[config.mk]
export PLATFORM = sky130hd
export DESIGN_NAME = regfile_wb_arbiter
export DESIGN_NICKNAME = d
export VERILOG_FILES = /design/src/rtl/regfile_wb_arbiter.sv
export SDC_FILE = /design/constraint.sdc
export NUM_CORES = 1
export LEC_CHECK = 0
export CAP_MARGIN = 20
export CORE_UTILIZATION = 34
export DETAILED_ROUTE_END_ITERATION = 10
export PLACE_DENSITY = 0.78
export SLEW_MARGIN = 20
export SYNTH_ARGS = -nofsm -noshare
export SYNTH_HDL_FRONTEND = slang
export SYNTH_SLANG_ARGS = --single-unit
export TNS_END_PERCENT = 1
[constraint.sdc]
create_clock -name clk -period 2.3 [get_ports clk]
set_clock_uncertainty 0.15 [all_clocks]
set_input_delay 0.23 -clock clk [delete_from_list [all_inputs] [get_ports clk]]
set_output_delay 0.23 -clock clk [all_outputs]
set_load 0.02 [all_outputs]
[src/rtl/regfile_wb_arbiter.sv]
// Round-robin arbiter sharing the register file write port between writeback sources.
// Define REGF_CLEAR_EN to compile in the post-reset sweep that zeroes x1..x31.
module regfile_wb_arbiter #(
    parameter int REGF_WIDTH = 32,
    parameter int NUM_REQ    = 3
) (
    input  logic                          clk,
    input  logic                          rst_n,
    input  logic [NUM_REQ-1:0]            req_valid,
    output logic [NUM_REQ-1:0]            req_ready,
    input  logic [5*NUM_REQ-1:0]          req_rd,
    input  logic [REGF_WIDTH*NUM_REQ-1:0] req_data,
    output logic                          w_en,
    output logic [4:0]                    rd,
    output logic [REGF_WIDTH-1:0]         data_w,
    output logic [1:0]                    grant_id,
    output logic                          conflict,
    output logic                          busy
);

    typedef enum logic {ST_CLEAR, ST_ARB} state_t;

    state_t                  state, state_nxt;
    logic [1:0]              ptr, ptr_nxt;
    logic [1:0]              sel, idx;
    logic                    found, dup, xfer;
    logic [4:0]              sel_rd;
    logic [REGF_WIDTH-1:0]   sel_data;

`ifdef REGF_CLEAR_EN
    logic [4:0]              clr_idx;
    localparam state_t RST_STATE = ST_CLEAR;
`else
    localparam state_t RST_STATE = ST_ARB;
`endif

    // Priority search starting at ptr, wrapping modulo NUM_REQ
    always_comb begin
        found = 1'b0;
        sel   = '0;
        idx   = '0;
        for (int k = 0; k < NUM_REQ; k++) begin
            idx = 2'((int'(ptr) + k) % NUM_REQ);
            if (!found && req_valid[idx]) begin
                found = 1'b1;
                sel   = idx;
            end
        end
    end

    always_comb begin
        req_ready = '0;
        sel_rd    = '0;
        sel_data  = '0;
        xfer      = found && rst_n && (state == ST_ARB);
        for (int i = 0; i < NUM_REQ; i++) begin
            if (sel == 2'(i)) begin
                req_ready[i] = xfer;
                sel_rd       = req_rd[i*5 +: 5];
                sel_data     = req_data[i*REGF_WIDTH +: REGF_WIDTH];
            end
        end
        ptr_nxt = (sel == 2'(NUM_REQ - 1)) ? 2'd0 : sel + 2'd1;
    end

    // Any pair of valid requesters aiming at the same live register, winner or not
    always_comb begin
        dup = 1'b0;
        for (int a = 0; a < NUM_REQ; a++) begin
            for (int b = a + 1; b < NUM_REQ; b++) begin
                if (req_valid[a] && req_valid[b] &&
                    req_rd[a*5 +: 5] == req_rd[b*5 +: 5] && req_rd[a*5 +: 5] != 5'd0)
                    dup = 1'b1;
            end
        end
    end

    always_comb begin
        state_nxt = state;
`ifdef REGF_CLEAR_EN
        if (state == ST_CLEAR && clr_idx == 5'd31)
            state_nxt = ST_ARB;
`endif
    end

    always_ff @(posedge clk) begin
        if (!rst_n)
            state <= RST_STATE;
        else
            state <= state_nxt;
    end

    assign busy = (state == ST_CLEAR);

    always_ff @(posedge clk) begin
        if (!rst_n) begin
            w_en     <= 1'b0;
            rd       <= '0;
            data_w   <= '0;
            grant_id <= '0;
            conflict <= 1'b0;
            ptr      <= '0;
`ifdef REGF_CLEAR_EN
            clr_idx  <= 5'd1;
`endif
        end else begin
            w_en     <= 1'b0;
            conflict <= 1'b0;
`ifdef REGF_CLEAR_EN
            if (state == ST_CLEAR) begin
                w_en    <= 1'b1;
                rd      <= clr_idx;
                data_w  <= '0;
                clr_idx <= clr_idx + 5'd1;
            end else
`endif
            if (xfer) begin
                // x0 writes complete the handshake but never reach the file
                w_en     <= (sel_rd != 5'd0);
                rd       <= sel_rd;
                data_w   <= sel_data;
                grant_id <= sel;
                ptr      <= ptr_nxt;
                conflict <= dup;
            end
        end
    end

endmodule
=== Yosys cells after proc, flatten, opt, wreduce, memory -nomap -nowiden ===
Index checks and enable logic that the tools add are counted.

* Register bits: 43
* Latch bits: 0
* Memory bits (writable): 0
* ROM bits: 0
* Bits of input ports: 116
* Output and inout port bits: 45
* Logic and storage cells: 64
* Memories: 0

* Add/subtract/negate cells: 3
* $mul: 0
* Div/mod/pow operators: 3
* Order comparisons: 3
* Equal/unequal tests: 5
* Shifts and indexed selects: 0
* Muxes and demuxes: 25
* Bitwise gates (word level): 0
* Reduce and logical (&&, ||, !) cells: 19

{| class="wikitable"
|+ Operators with widths
! kind !! number
|-
| 32-bit 2-to-1 mux || 3
|-
| 32-bit by 3-bit remainder unit with 32-bit output (second input constant) || 2
|-
| 3-bit by 3-bit remainder unit with 32-bit output (second input constant) || 1
|-
| 5-bit == test || 3
|-
| 5-bit 2-to-1 mux || 3
|-
| 5-bit nonzero test || 3
|-
| 1-bit logical AND || 12
|-
| 1-bit 2-to-1 mux || 12
|-
| 2-bit by 3-bit less-than comparator with 1-bit output (second input constant) || 3
|-
| 2-bit 2-to-1 mux || 4
|-
| 1-bit binary-select mux with 2-bit select || 3
|-
| 2-bit by 1-bit adder with 3-bit output (second input constant) || 1
|-
| 2-bit by 2-bit adder with 3-bit output (second input constant) || 1
|-
| 2-bit by 1-bit adder with 2-bit output (second input constant) || 1
|-
| 2-bit by 1-bit == test with 1-bit output (second input constant) || 1
|-
| 2-bit == test (second input constant) || 1
|-
| 1-bit zero test || 2
|-
| 2-bit zero test || 1
|-
| 2-bit AND reduction || 1
|}

=== Logic depth before layout (Yosys ltp) ===
* Word-level depth: 15
* Mapped depth: 10

=== Worst setup path after synthesis ===
Ideal clock, no wire load.

* Path kind: register -> output
* From: reg ptr[0]
* To: out req_ready[0]
* Data arrival time: 1.951 ns
* Required time: 1.920 ns
* Path slack: -0.031 ns
* Stages on the path, launching flop included: 9
* Path buffers: 1
* Path through: dfxtp_1 > inv_1 > ha_1 > nand3b_1 > o221ai_1 > o211a_1 > buf_6 > and2b_4 > nor2b_1

* Cells in the longest elaborated chain, start to end: 12

{| class="wikitable"
|+ RTL lines
! what !! RTL line !! source
|-
| start, declared || 24 || <nowiki>logic [1:0] ptr, ptr_nxt;</nowiki>
|-
| start signal, assigned || 123 || <nowiki>ptr <= ptr_nxt;</nowiki>
|-
| branches (longest 11 deep; another with 32-bit by 3-bit remainder unit with 32-bit output) || - ||
|-
| 1-bit 2-to-1 mux * || 57 || <nowiki>if (sel == 2'(i)) begin</nowiki>
|-
| end, declared || 10 || <nowiki>output logic [NUM_REQ-1:0] req_ready,</nowiki>
|}

Mark *: on every way between the ends. The select of a mux whose other input is x is not followed.

=== Final worst setup path ===
* From: reg ptr[1]
* To: out req_ready[0]

Same word-level chain as after synthesis.

==> out/metrics.cfg <==
[global_route]
antenna_found_initial=0
grt_use_total=0.222
grt_pass1_wl_um=13400
grt_pass1_vias=2680
grt_max_degree=53
grt_overflow_total=0

[floorplan]
die_h_um=88.9
io_pins=161
start_util=0.354
die_x_um=88.9
die-area_mm2=0.00790
rows=31
core_area_mm2=0.00725

[pwr]
power.switching_mw=2.27
switching_share=0.416
peakVddDrop_mv=0.714
power_density_mw_per_mm2=1160
power_frac_seq=0.233
cell_internal_pwr_mw=3.19
p_clk_frac=0.093
combPwrFrac=0.674
p_leak_nw=1.96

[detailed_routing]
dr.first_iter.drc_count=89
drtAntennaViolNets=0
top_layer=met4
detail_route.first_pass.iterations=4
drt-met1-wl_um=3600
wire_per_inst_um=16.3
wl_met3_um=816
dr_wl_met2_um=4480
vias_per_cell=5.12
drt_wl_total_um=9120
vias=2874
drc=0

[final_layout]
mostFrequentLayoutCells=clkdlybuf4s50_1, dfxtp_1, nand2_1
seq_area_um2=866
fin_util=0.649
fin_cells=561
nNetsFinal=581
drive_gt1_frac=0.158
n_antenna_cell=0
fillers=602
multi_input_area_mm2=0.00170
area_growth_pct=83.4
layout_commonest_cell=clkdlybuf4s50_1

[synth]
syn_area_per_cell_um2=9.00
synth_cell_types=44
synth-seq-cells=43
yosysSeqAreaShare=0.336
synthFlopType=dfxtp_1
ys_warn_count=0
synth.cell_area_mm2=0.00256
async_flop_share=0
syn_nets=405
synth_edf_count=0
synth_cells=285

[clock_tree]
htreeDepth=2
cts_tree=built
clock_sinks=43
cts-root-buf=clkbuf_8
clkLatencyLatePin_ns=0.31
clockBufferDepth=2
cts_inserted_buffers=5
postCtsHoldBufs=0
path_clk_slew_ns=0.10

[placed_design]
placed_cells=545
dp_slack_ns=-0.479
gp_congestion=0.917
io_buffer_count=159
dp_hpwl_um=6480

[sta]
fin_hold_ws_ns=0.315
rsz0062_at_grt=yes
hold_viol=0
setup_tns_ns=-2.57
finalCriticalPeriod_ns=2.45
setup_violations=38
timing.fmax_mhz=407
final_max_slew_viol_count=0
timing.final.ws_setup_ns=-0.155
post-route-period-util=1.07

[outcome]
status=finished, violations left
failed_checks=setup timing

[setup_path]
start_kind=flip-flop
cp.arrival_ns=2.07
worst-path-max-fanout=4
crit_type=reg -> out
critPathCaptureType=output pin
worstPathRequired_ns=1.92

[job]
cap_violations=0

[worst_hold_path]
hold_class=reg -> reg

==> layer usage <==
| layer | vias to the layer above | global-route usage |
|---|---|---|
| met1 | 1303 | 0.267 |
| met2 | 148 | 0.390 |
| met3 | 28 | 0.0513 |
| met5 | - | 0 |
| met4 | 0 | 0.0733 |
| li1 | 1395 | - |
==> cell type report <==
type,count,area share
repair buffers,191,0.402
multi-input cells,213,0.361
well taps,99,0.0263
flip-flops and latches,43,0.184
inverters,7,0.00612
clock buffers,5,0.0146
clock inverters,3,0.00505
==> path summary, 6_finish.rpt <==
path / startpoint / end / slack [ns] / cells after the start
hold reg to reg: grant_id[0]$_SDFFE_PN0P_ / grant_id[0]$_SDFFE_PN0P_ / 0.31 / 1
setup / recovery: ptr[1]$_SDFFE_PN0P_ / req_ready[0] / -0.15 / 8
hold / removal: grant_id[0]$_SDFFE_PN0P_ / grant_id[0]$_SDFFE_PN0P_ / 0.31 / 1
setup reg to reg: ptr[1]$_SDFFE_PN0P_ / w_en$_SDFF_PN0_ / -0.11 / 9
==> through the flow <==
stage               power, mW  cell area (µm²)
floorplan                3.24             2570
global placement         4.58             4370
detailed placement       4.63             4370
CTS                      5.36             4620
global route             5.81             4700
finish                   5.47             4700
==> cells in the mapped netlist (2+ instances only) <==
| master | number | area share |
|---|---|---|
| nor4_1 | 3 | 0.0073 |
| xnor2_1 | 7 | 0.024 |
| mux2i_1 | 33 | 0.13 |
| buf_2 | 8 | 0.016 |
| a221oi_2 | 3 | 0.018 |
| o21ai_1 | 27 | 0.053 |
| nor2b_1 | 4 | 0.0098 |
| nand3_1 | 2 | 0.0039 |
| a21oi_1 | 7 | 0.014 |
| nand4b_1 | 2 | 0.0068 |
| xor2_1 | 7 | 0.024 |
| nand3b_1 | 2 | 0.0059 |
| buf_4 | 2 | 0.0059 |
| a21o_1 | 5 | 0.015 |
| buf_6 | 4 | 0.018 |
| nand2b_1 | 5 | 0.012 |
| nand2_1 | 36 | 0.053 |
| buf_1 | 3 | 0.0044 |
| clkbuf_1 | 4 | 0.0059 |
| nand4_1 | 2 | 0.0049 |
| ha_1 | 4 | 0.020 |
| inv_1 | 6 | 0.0088 |
| o2111ai_1 | 2 | 0.0068 |
| nor2_1 | 5 | 0.0073 |
| a22o_1 | 33 | 0.11 |
| o21ai_0 | 9 | 0.018 |
| dfxtp_1 | 43 | 0.34 |
==> worst max-delay path: stages (launching register included) <==
cell and delay, ns:
dfxtp_4 0.40, ha_4 0.17, mux2i_4 0.30, buf_6 0.13
nand4b_1 0.15, o211a_4 0.20, and2b_4 0.17, nor2b_4 0.13
buf_6 0.12
==> power groups by stage <==
| stage | Clock (mW) | Combinational (mW) | Sequential, mW |
|---|---|---|---|
| 2_1_floorplan | 0 | 1.58 | 1.67 |
| 3_3_place_gp | 0 | 3.32 | 1.26 |
| 3_5_place_dp | 0 | 3.36 | 1.27 |
| 4_1_cts | 0.528 | 3.56 | 1.27 |
| 5_1_grt | 0.561 | 3.93 | 1.32 |
| 6_report | 0.506 | 3.68 | 1.27 |
==> cell families after synthesis <==
logic type	share of synthesized area
buf+inv	0.0654
mux	0.129
flops	0.336
simple gates	0.123
other cells	0.00146
xor+xnor	0.0478
compound gates	0.279
fa+ha+maj	0.0195
==> timing repair <==
item                                    CTS  global route
endpoints found under the setup margin   41            41
pin swaps                                 6             7
resized for setup                        44            13
setup buffers                             6             2
cloned                                    0             0
==> sequential cells by signal (all words and copies together) (netlist names) <==
| signal | cells |
|---|---|
| conflict | 1 |
| rd | 5 |
| grant_id | 2 |
| data_w | 32 |
| w_en | 1 |
| ptr | 2 |
Note: power is estimated with default switching activity, not from simulation.
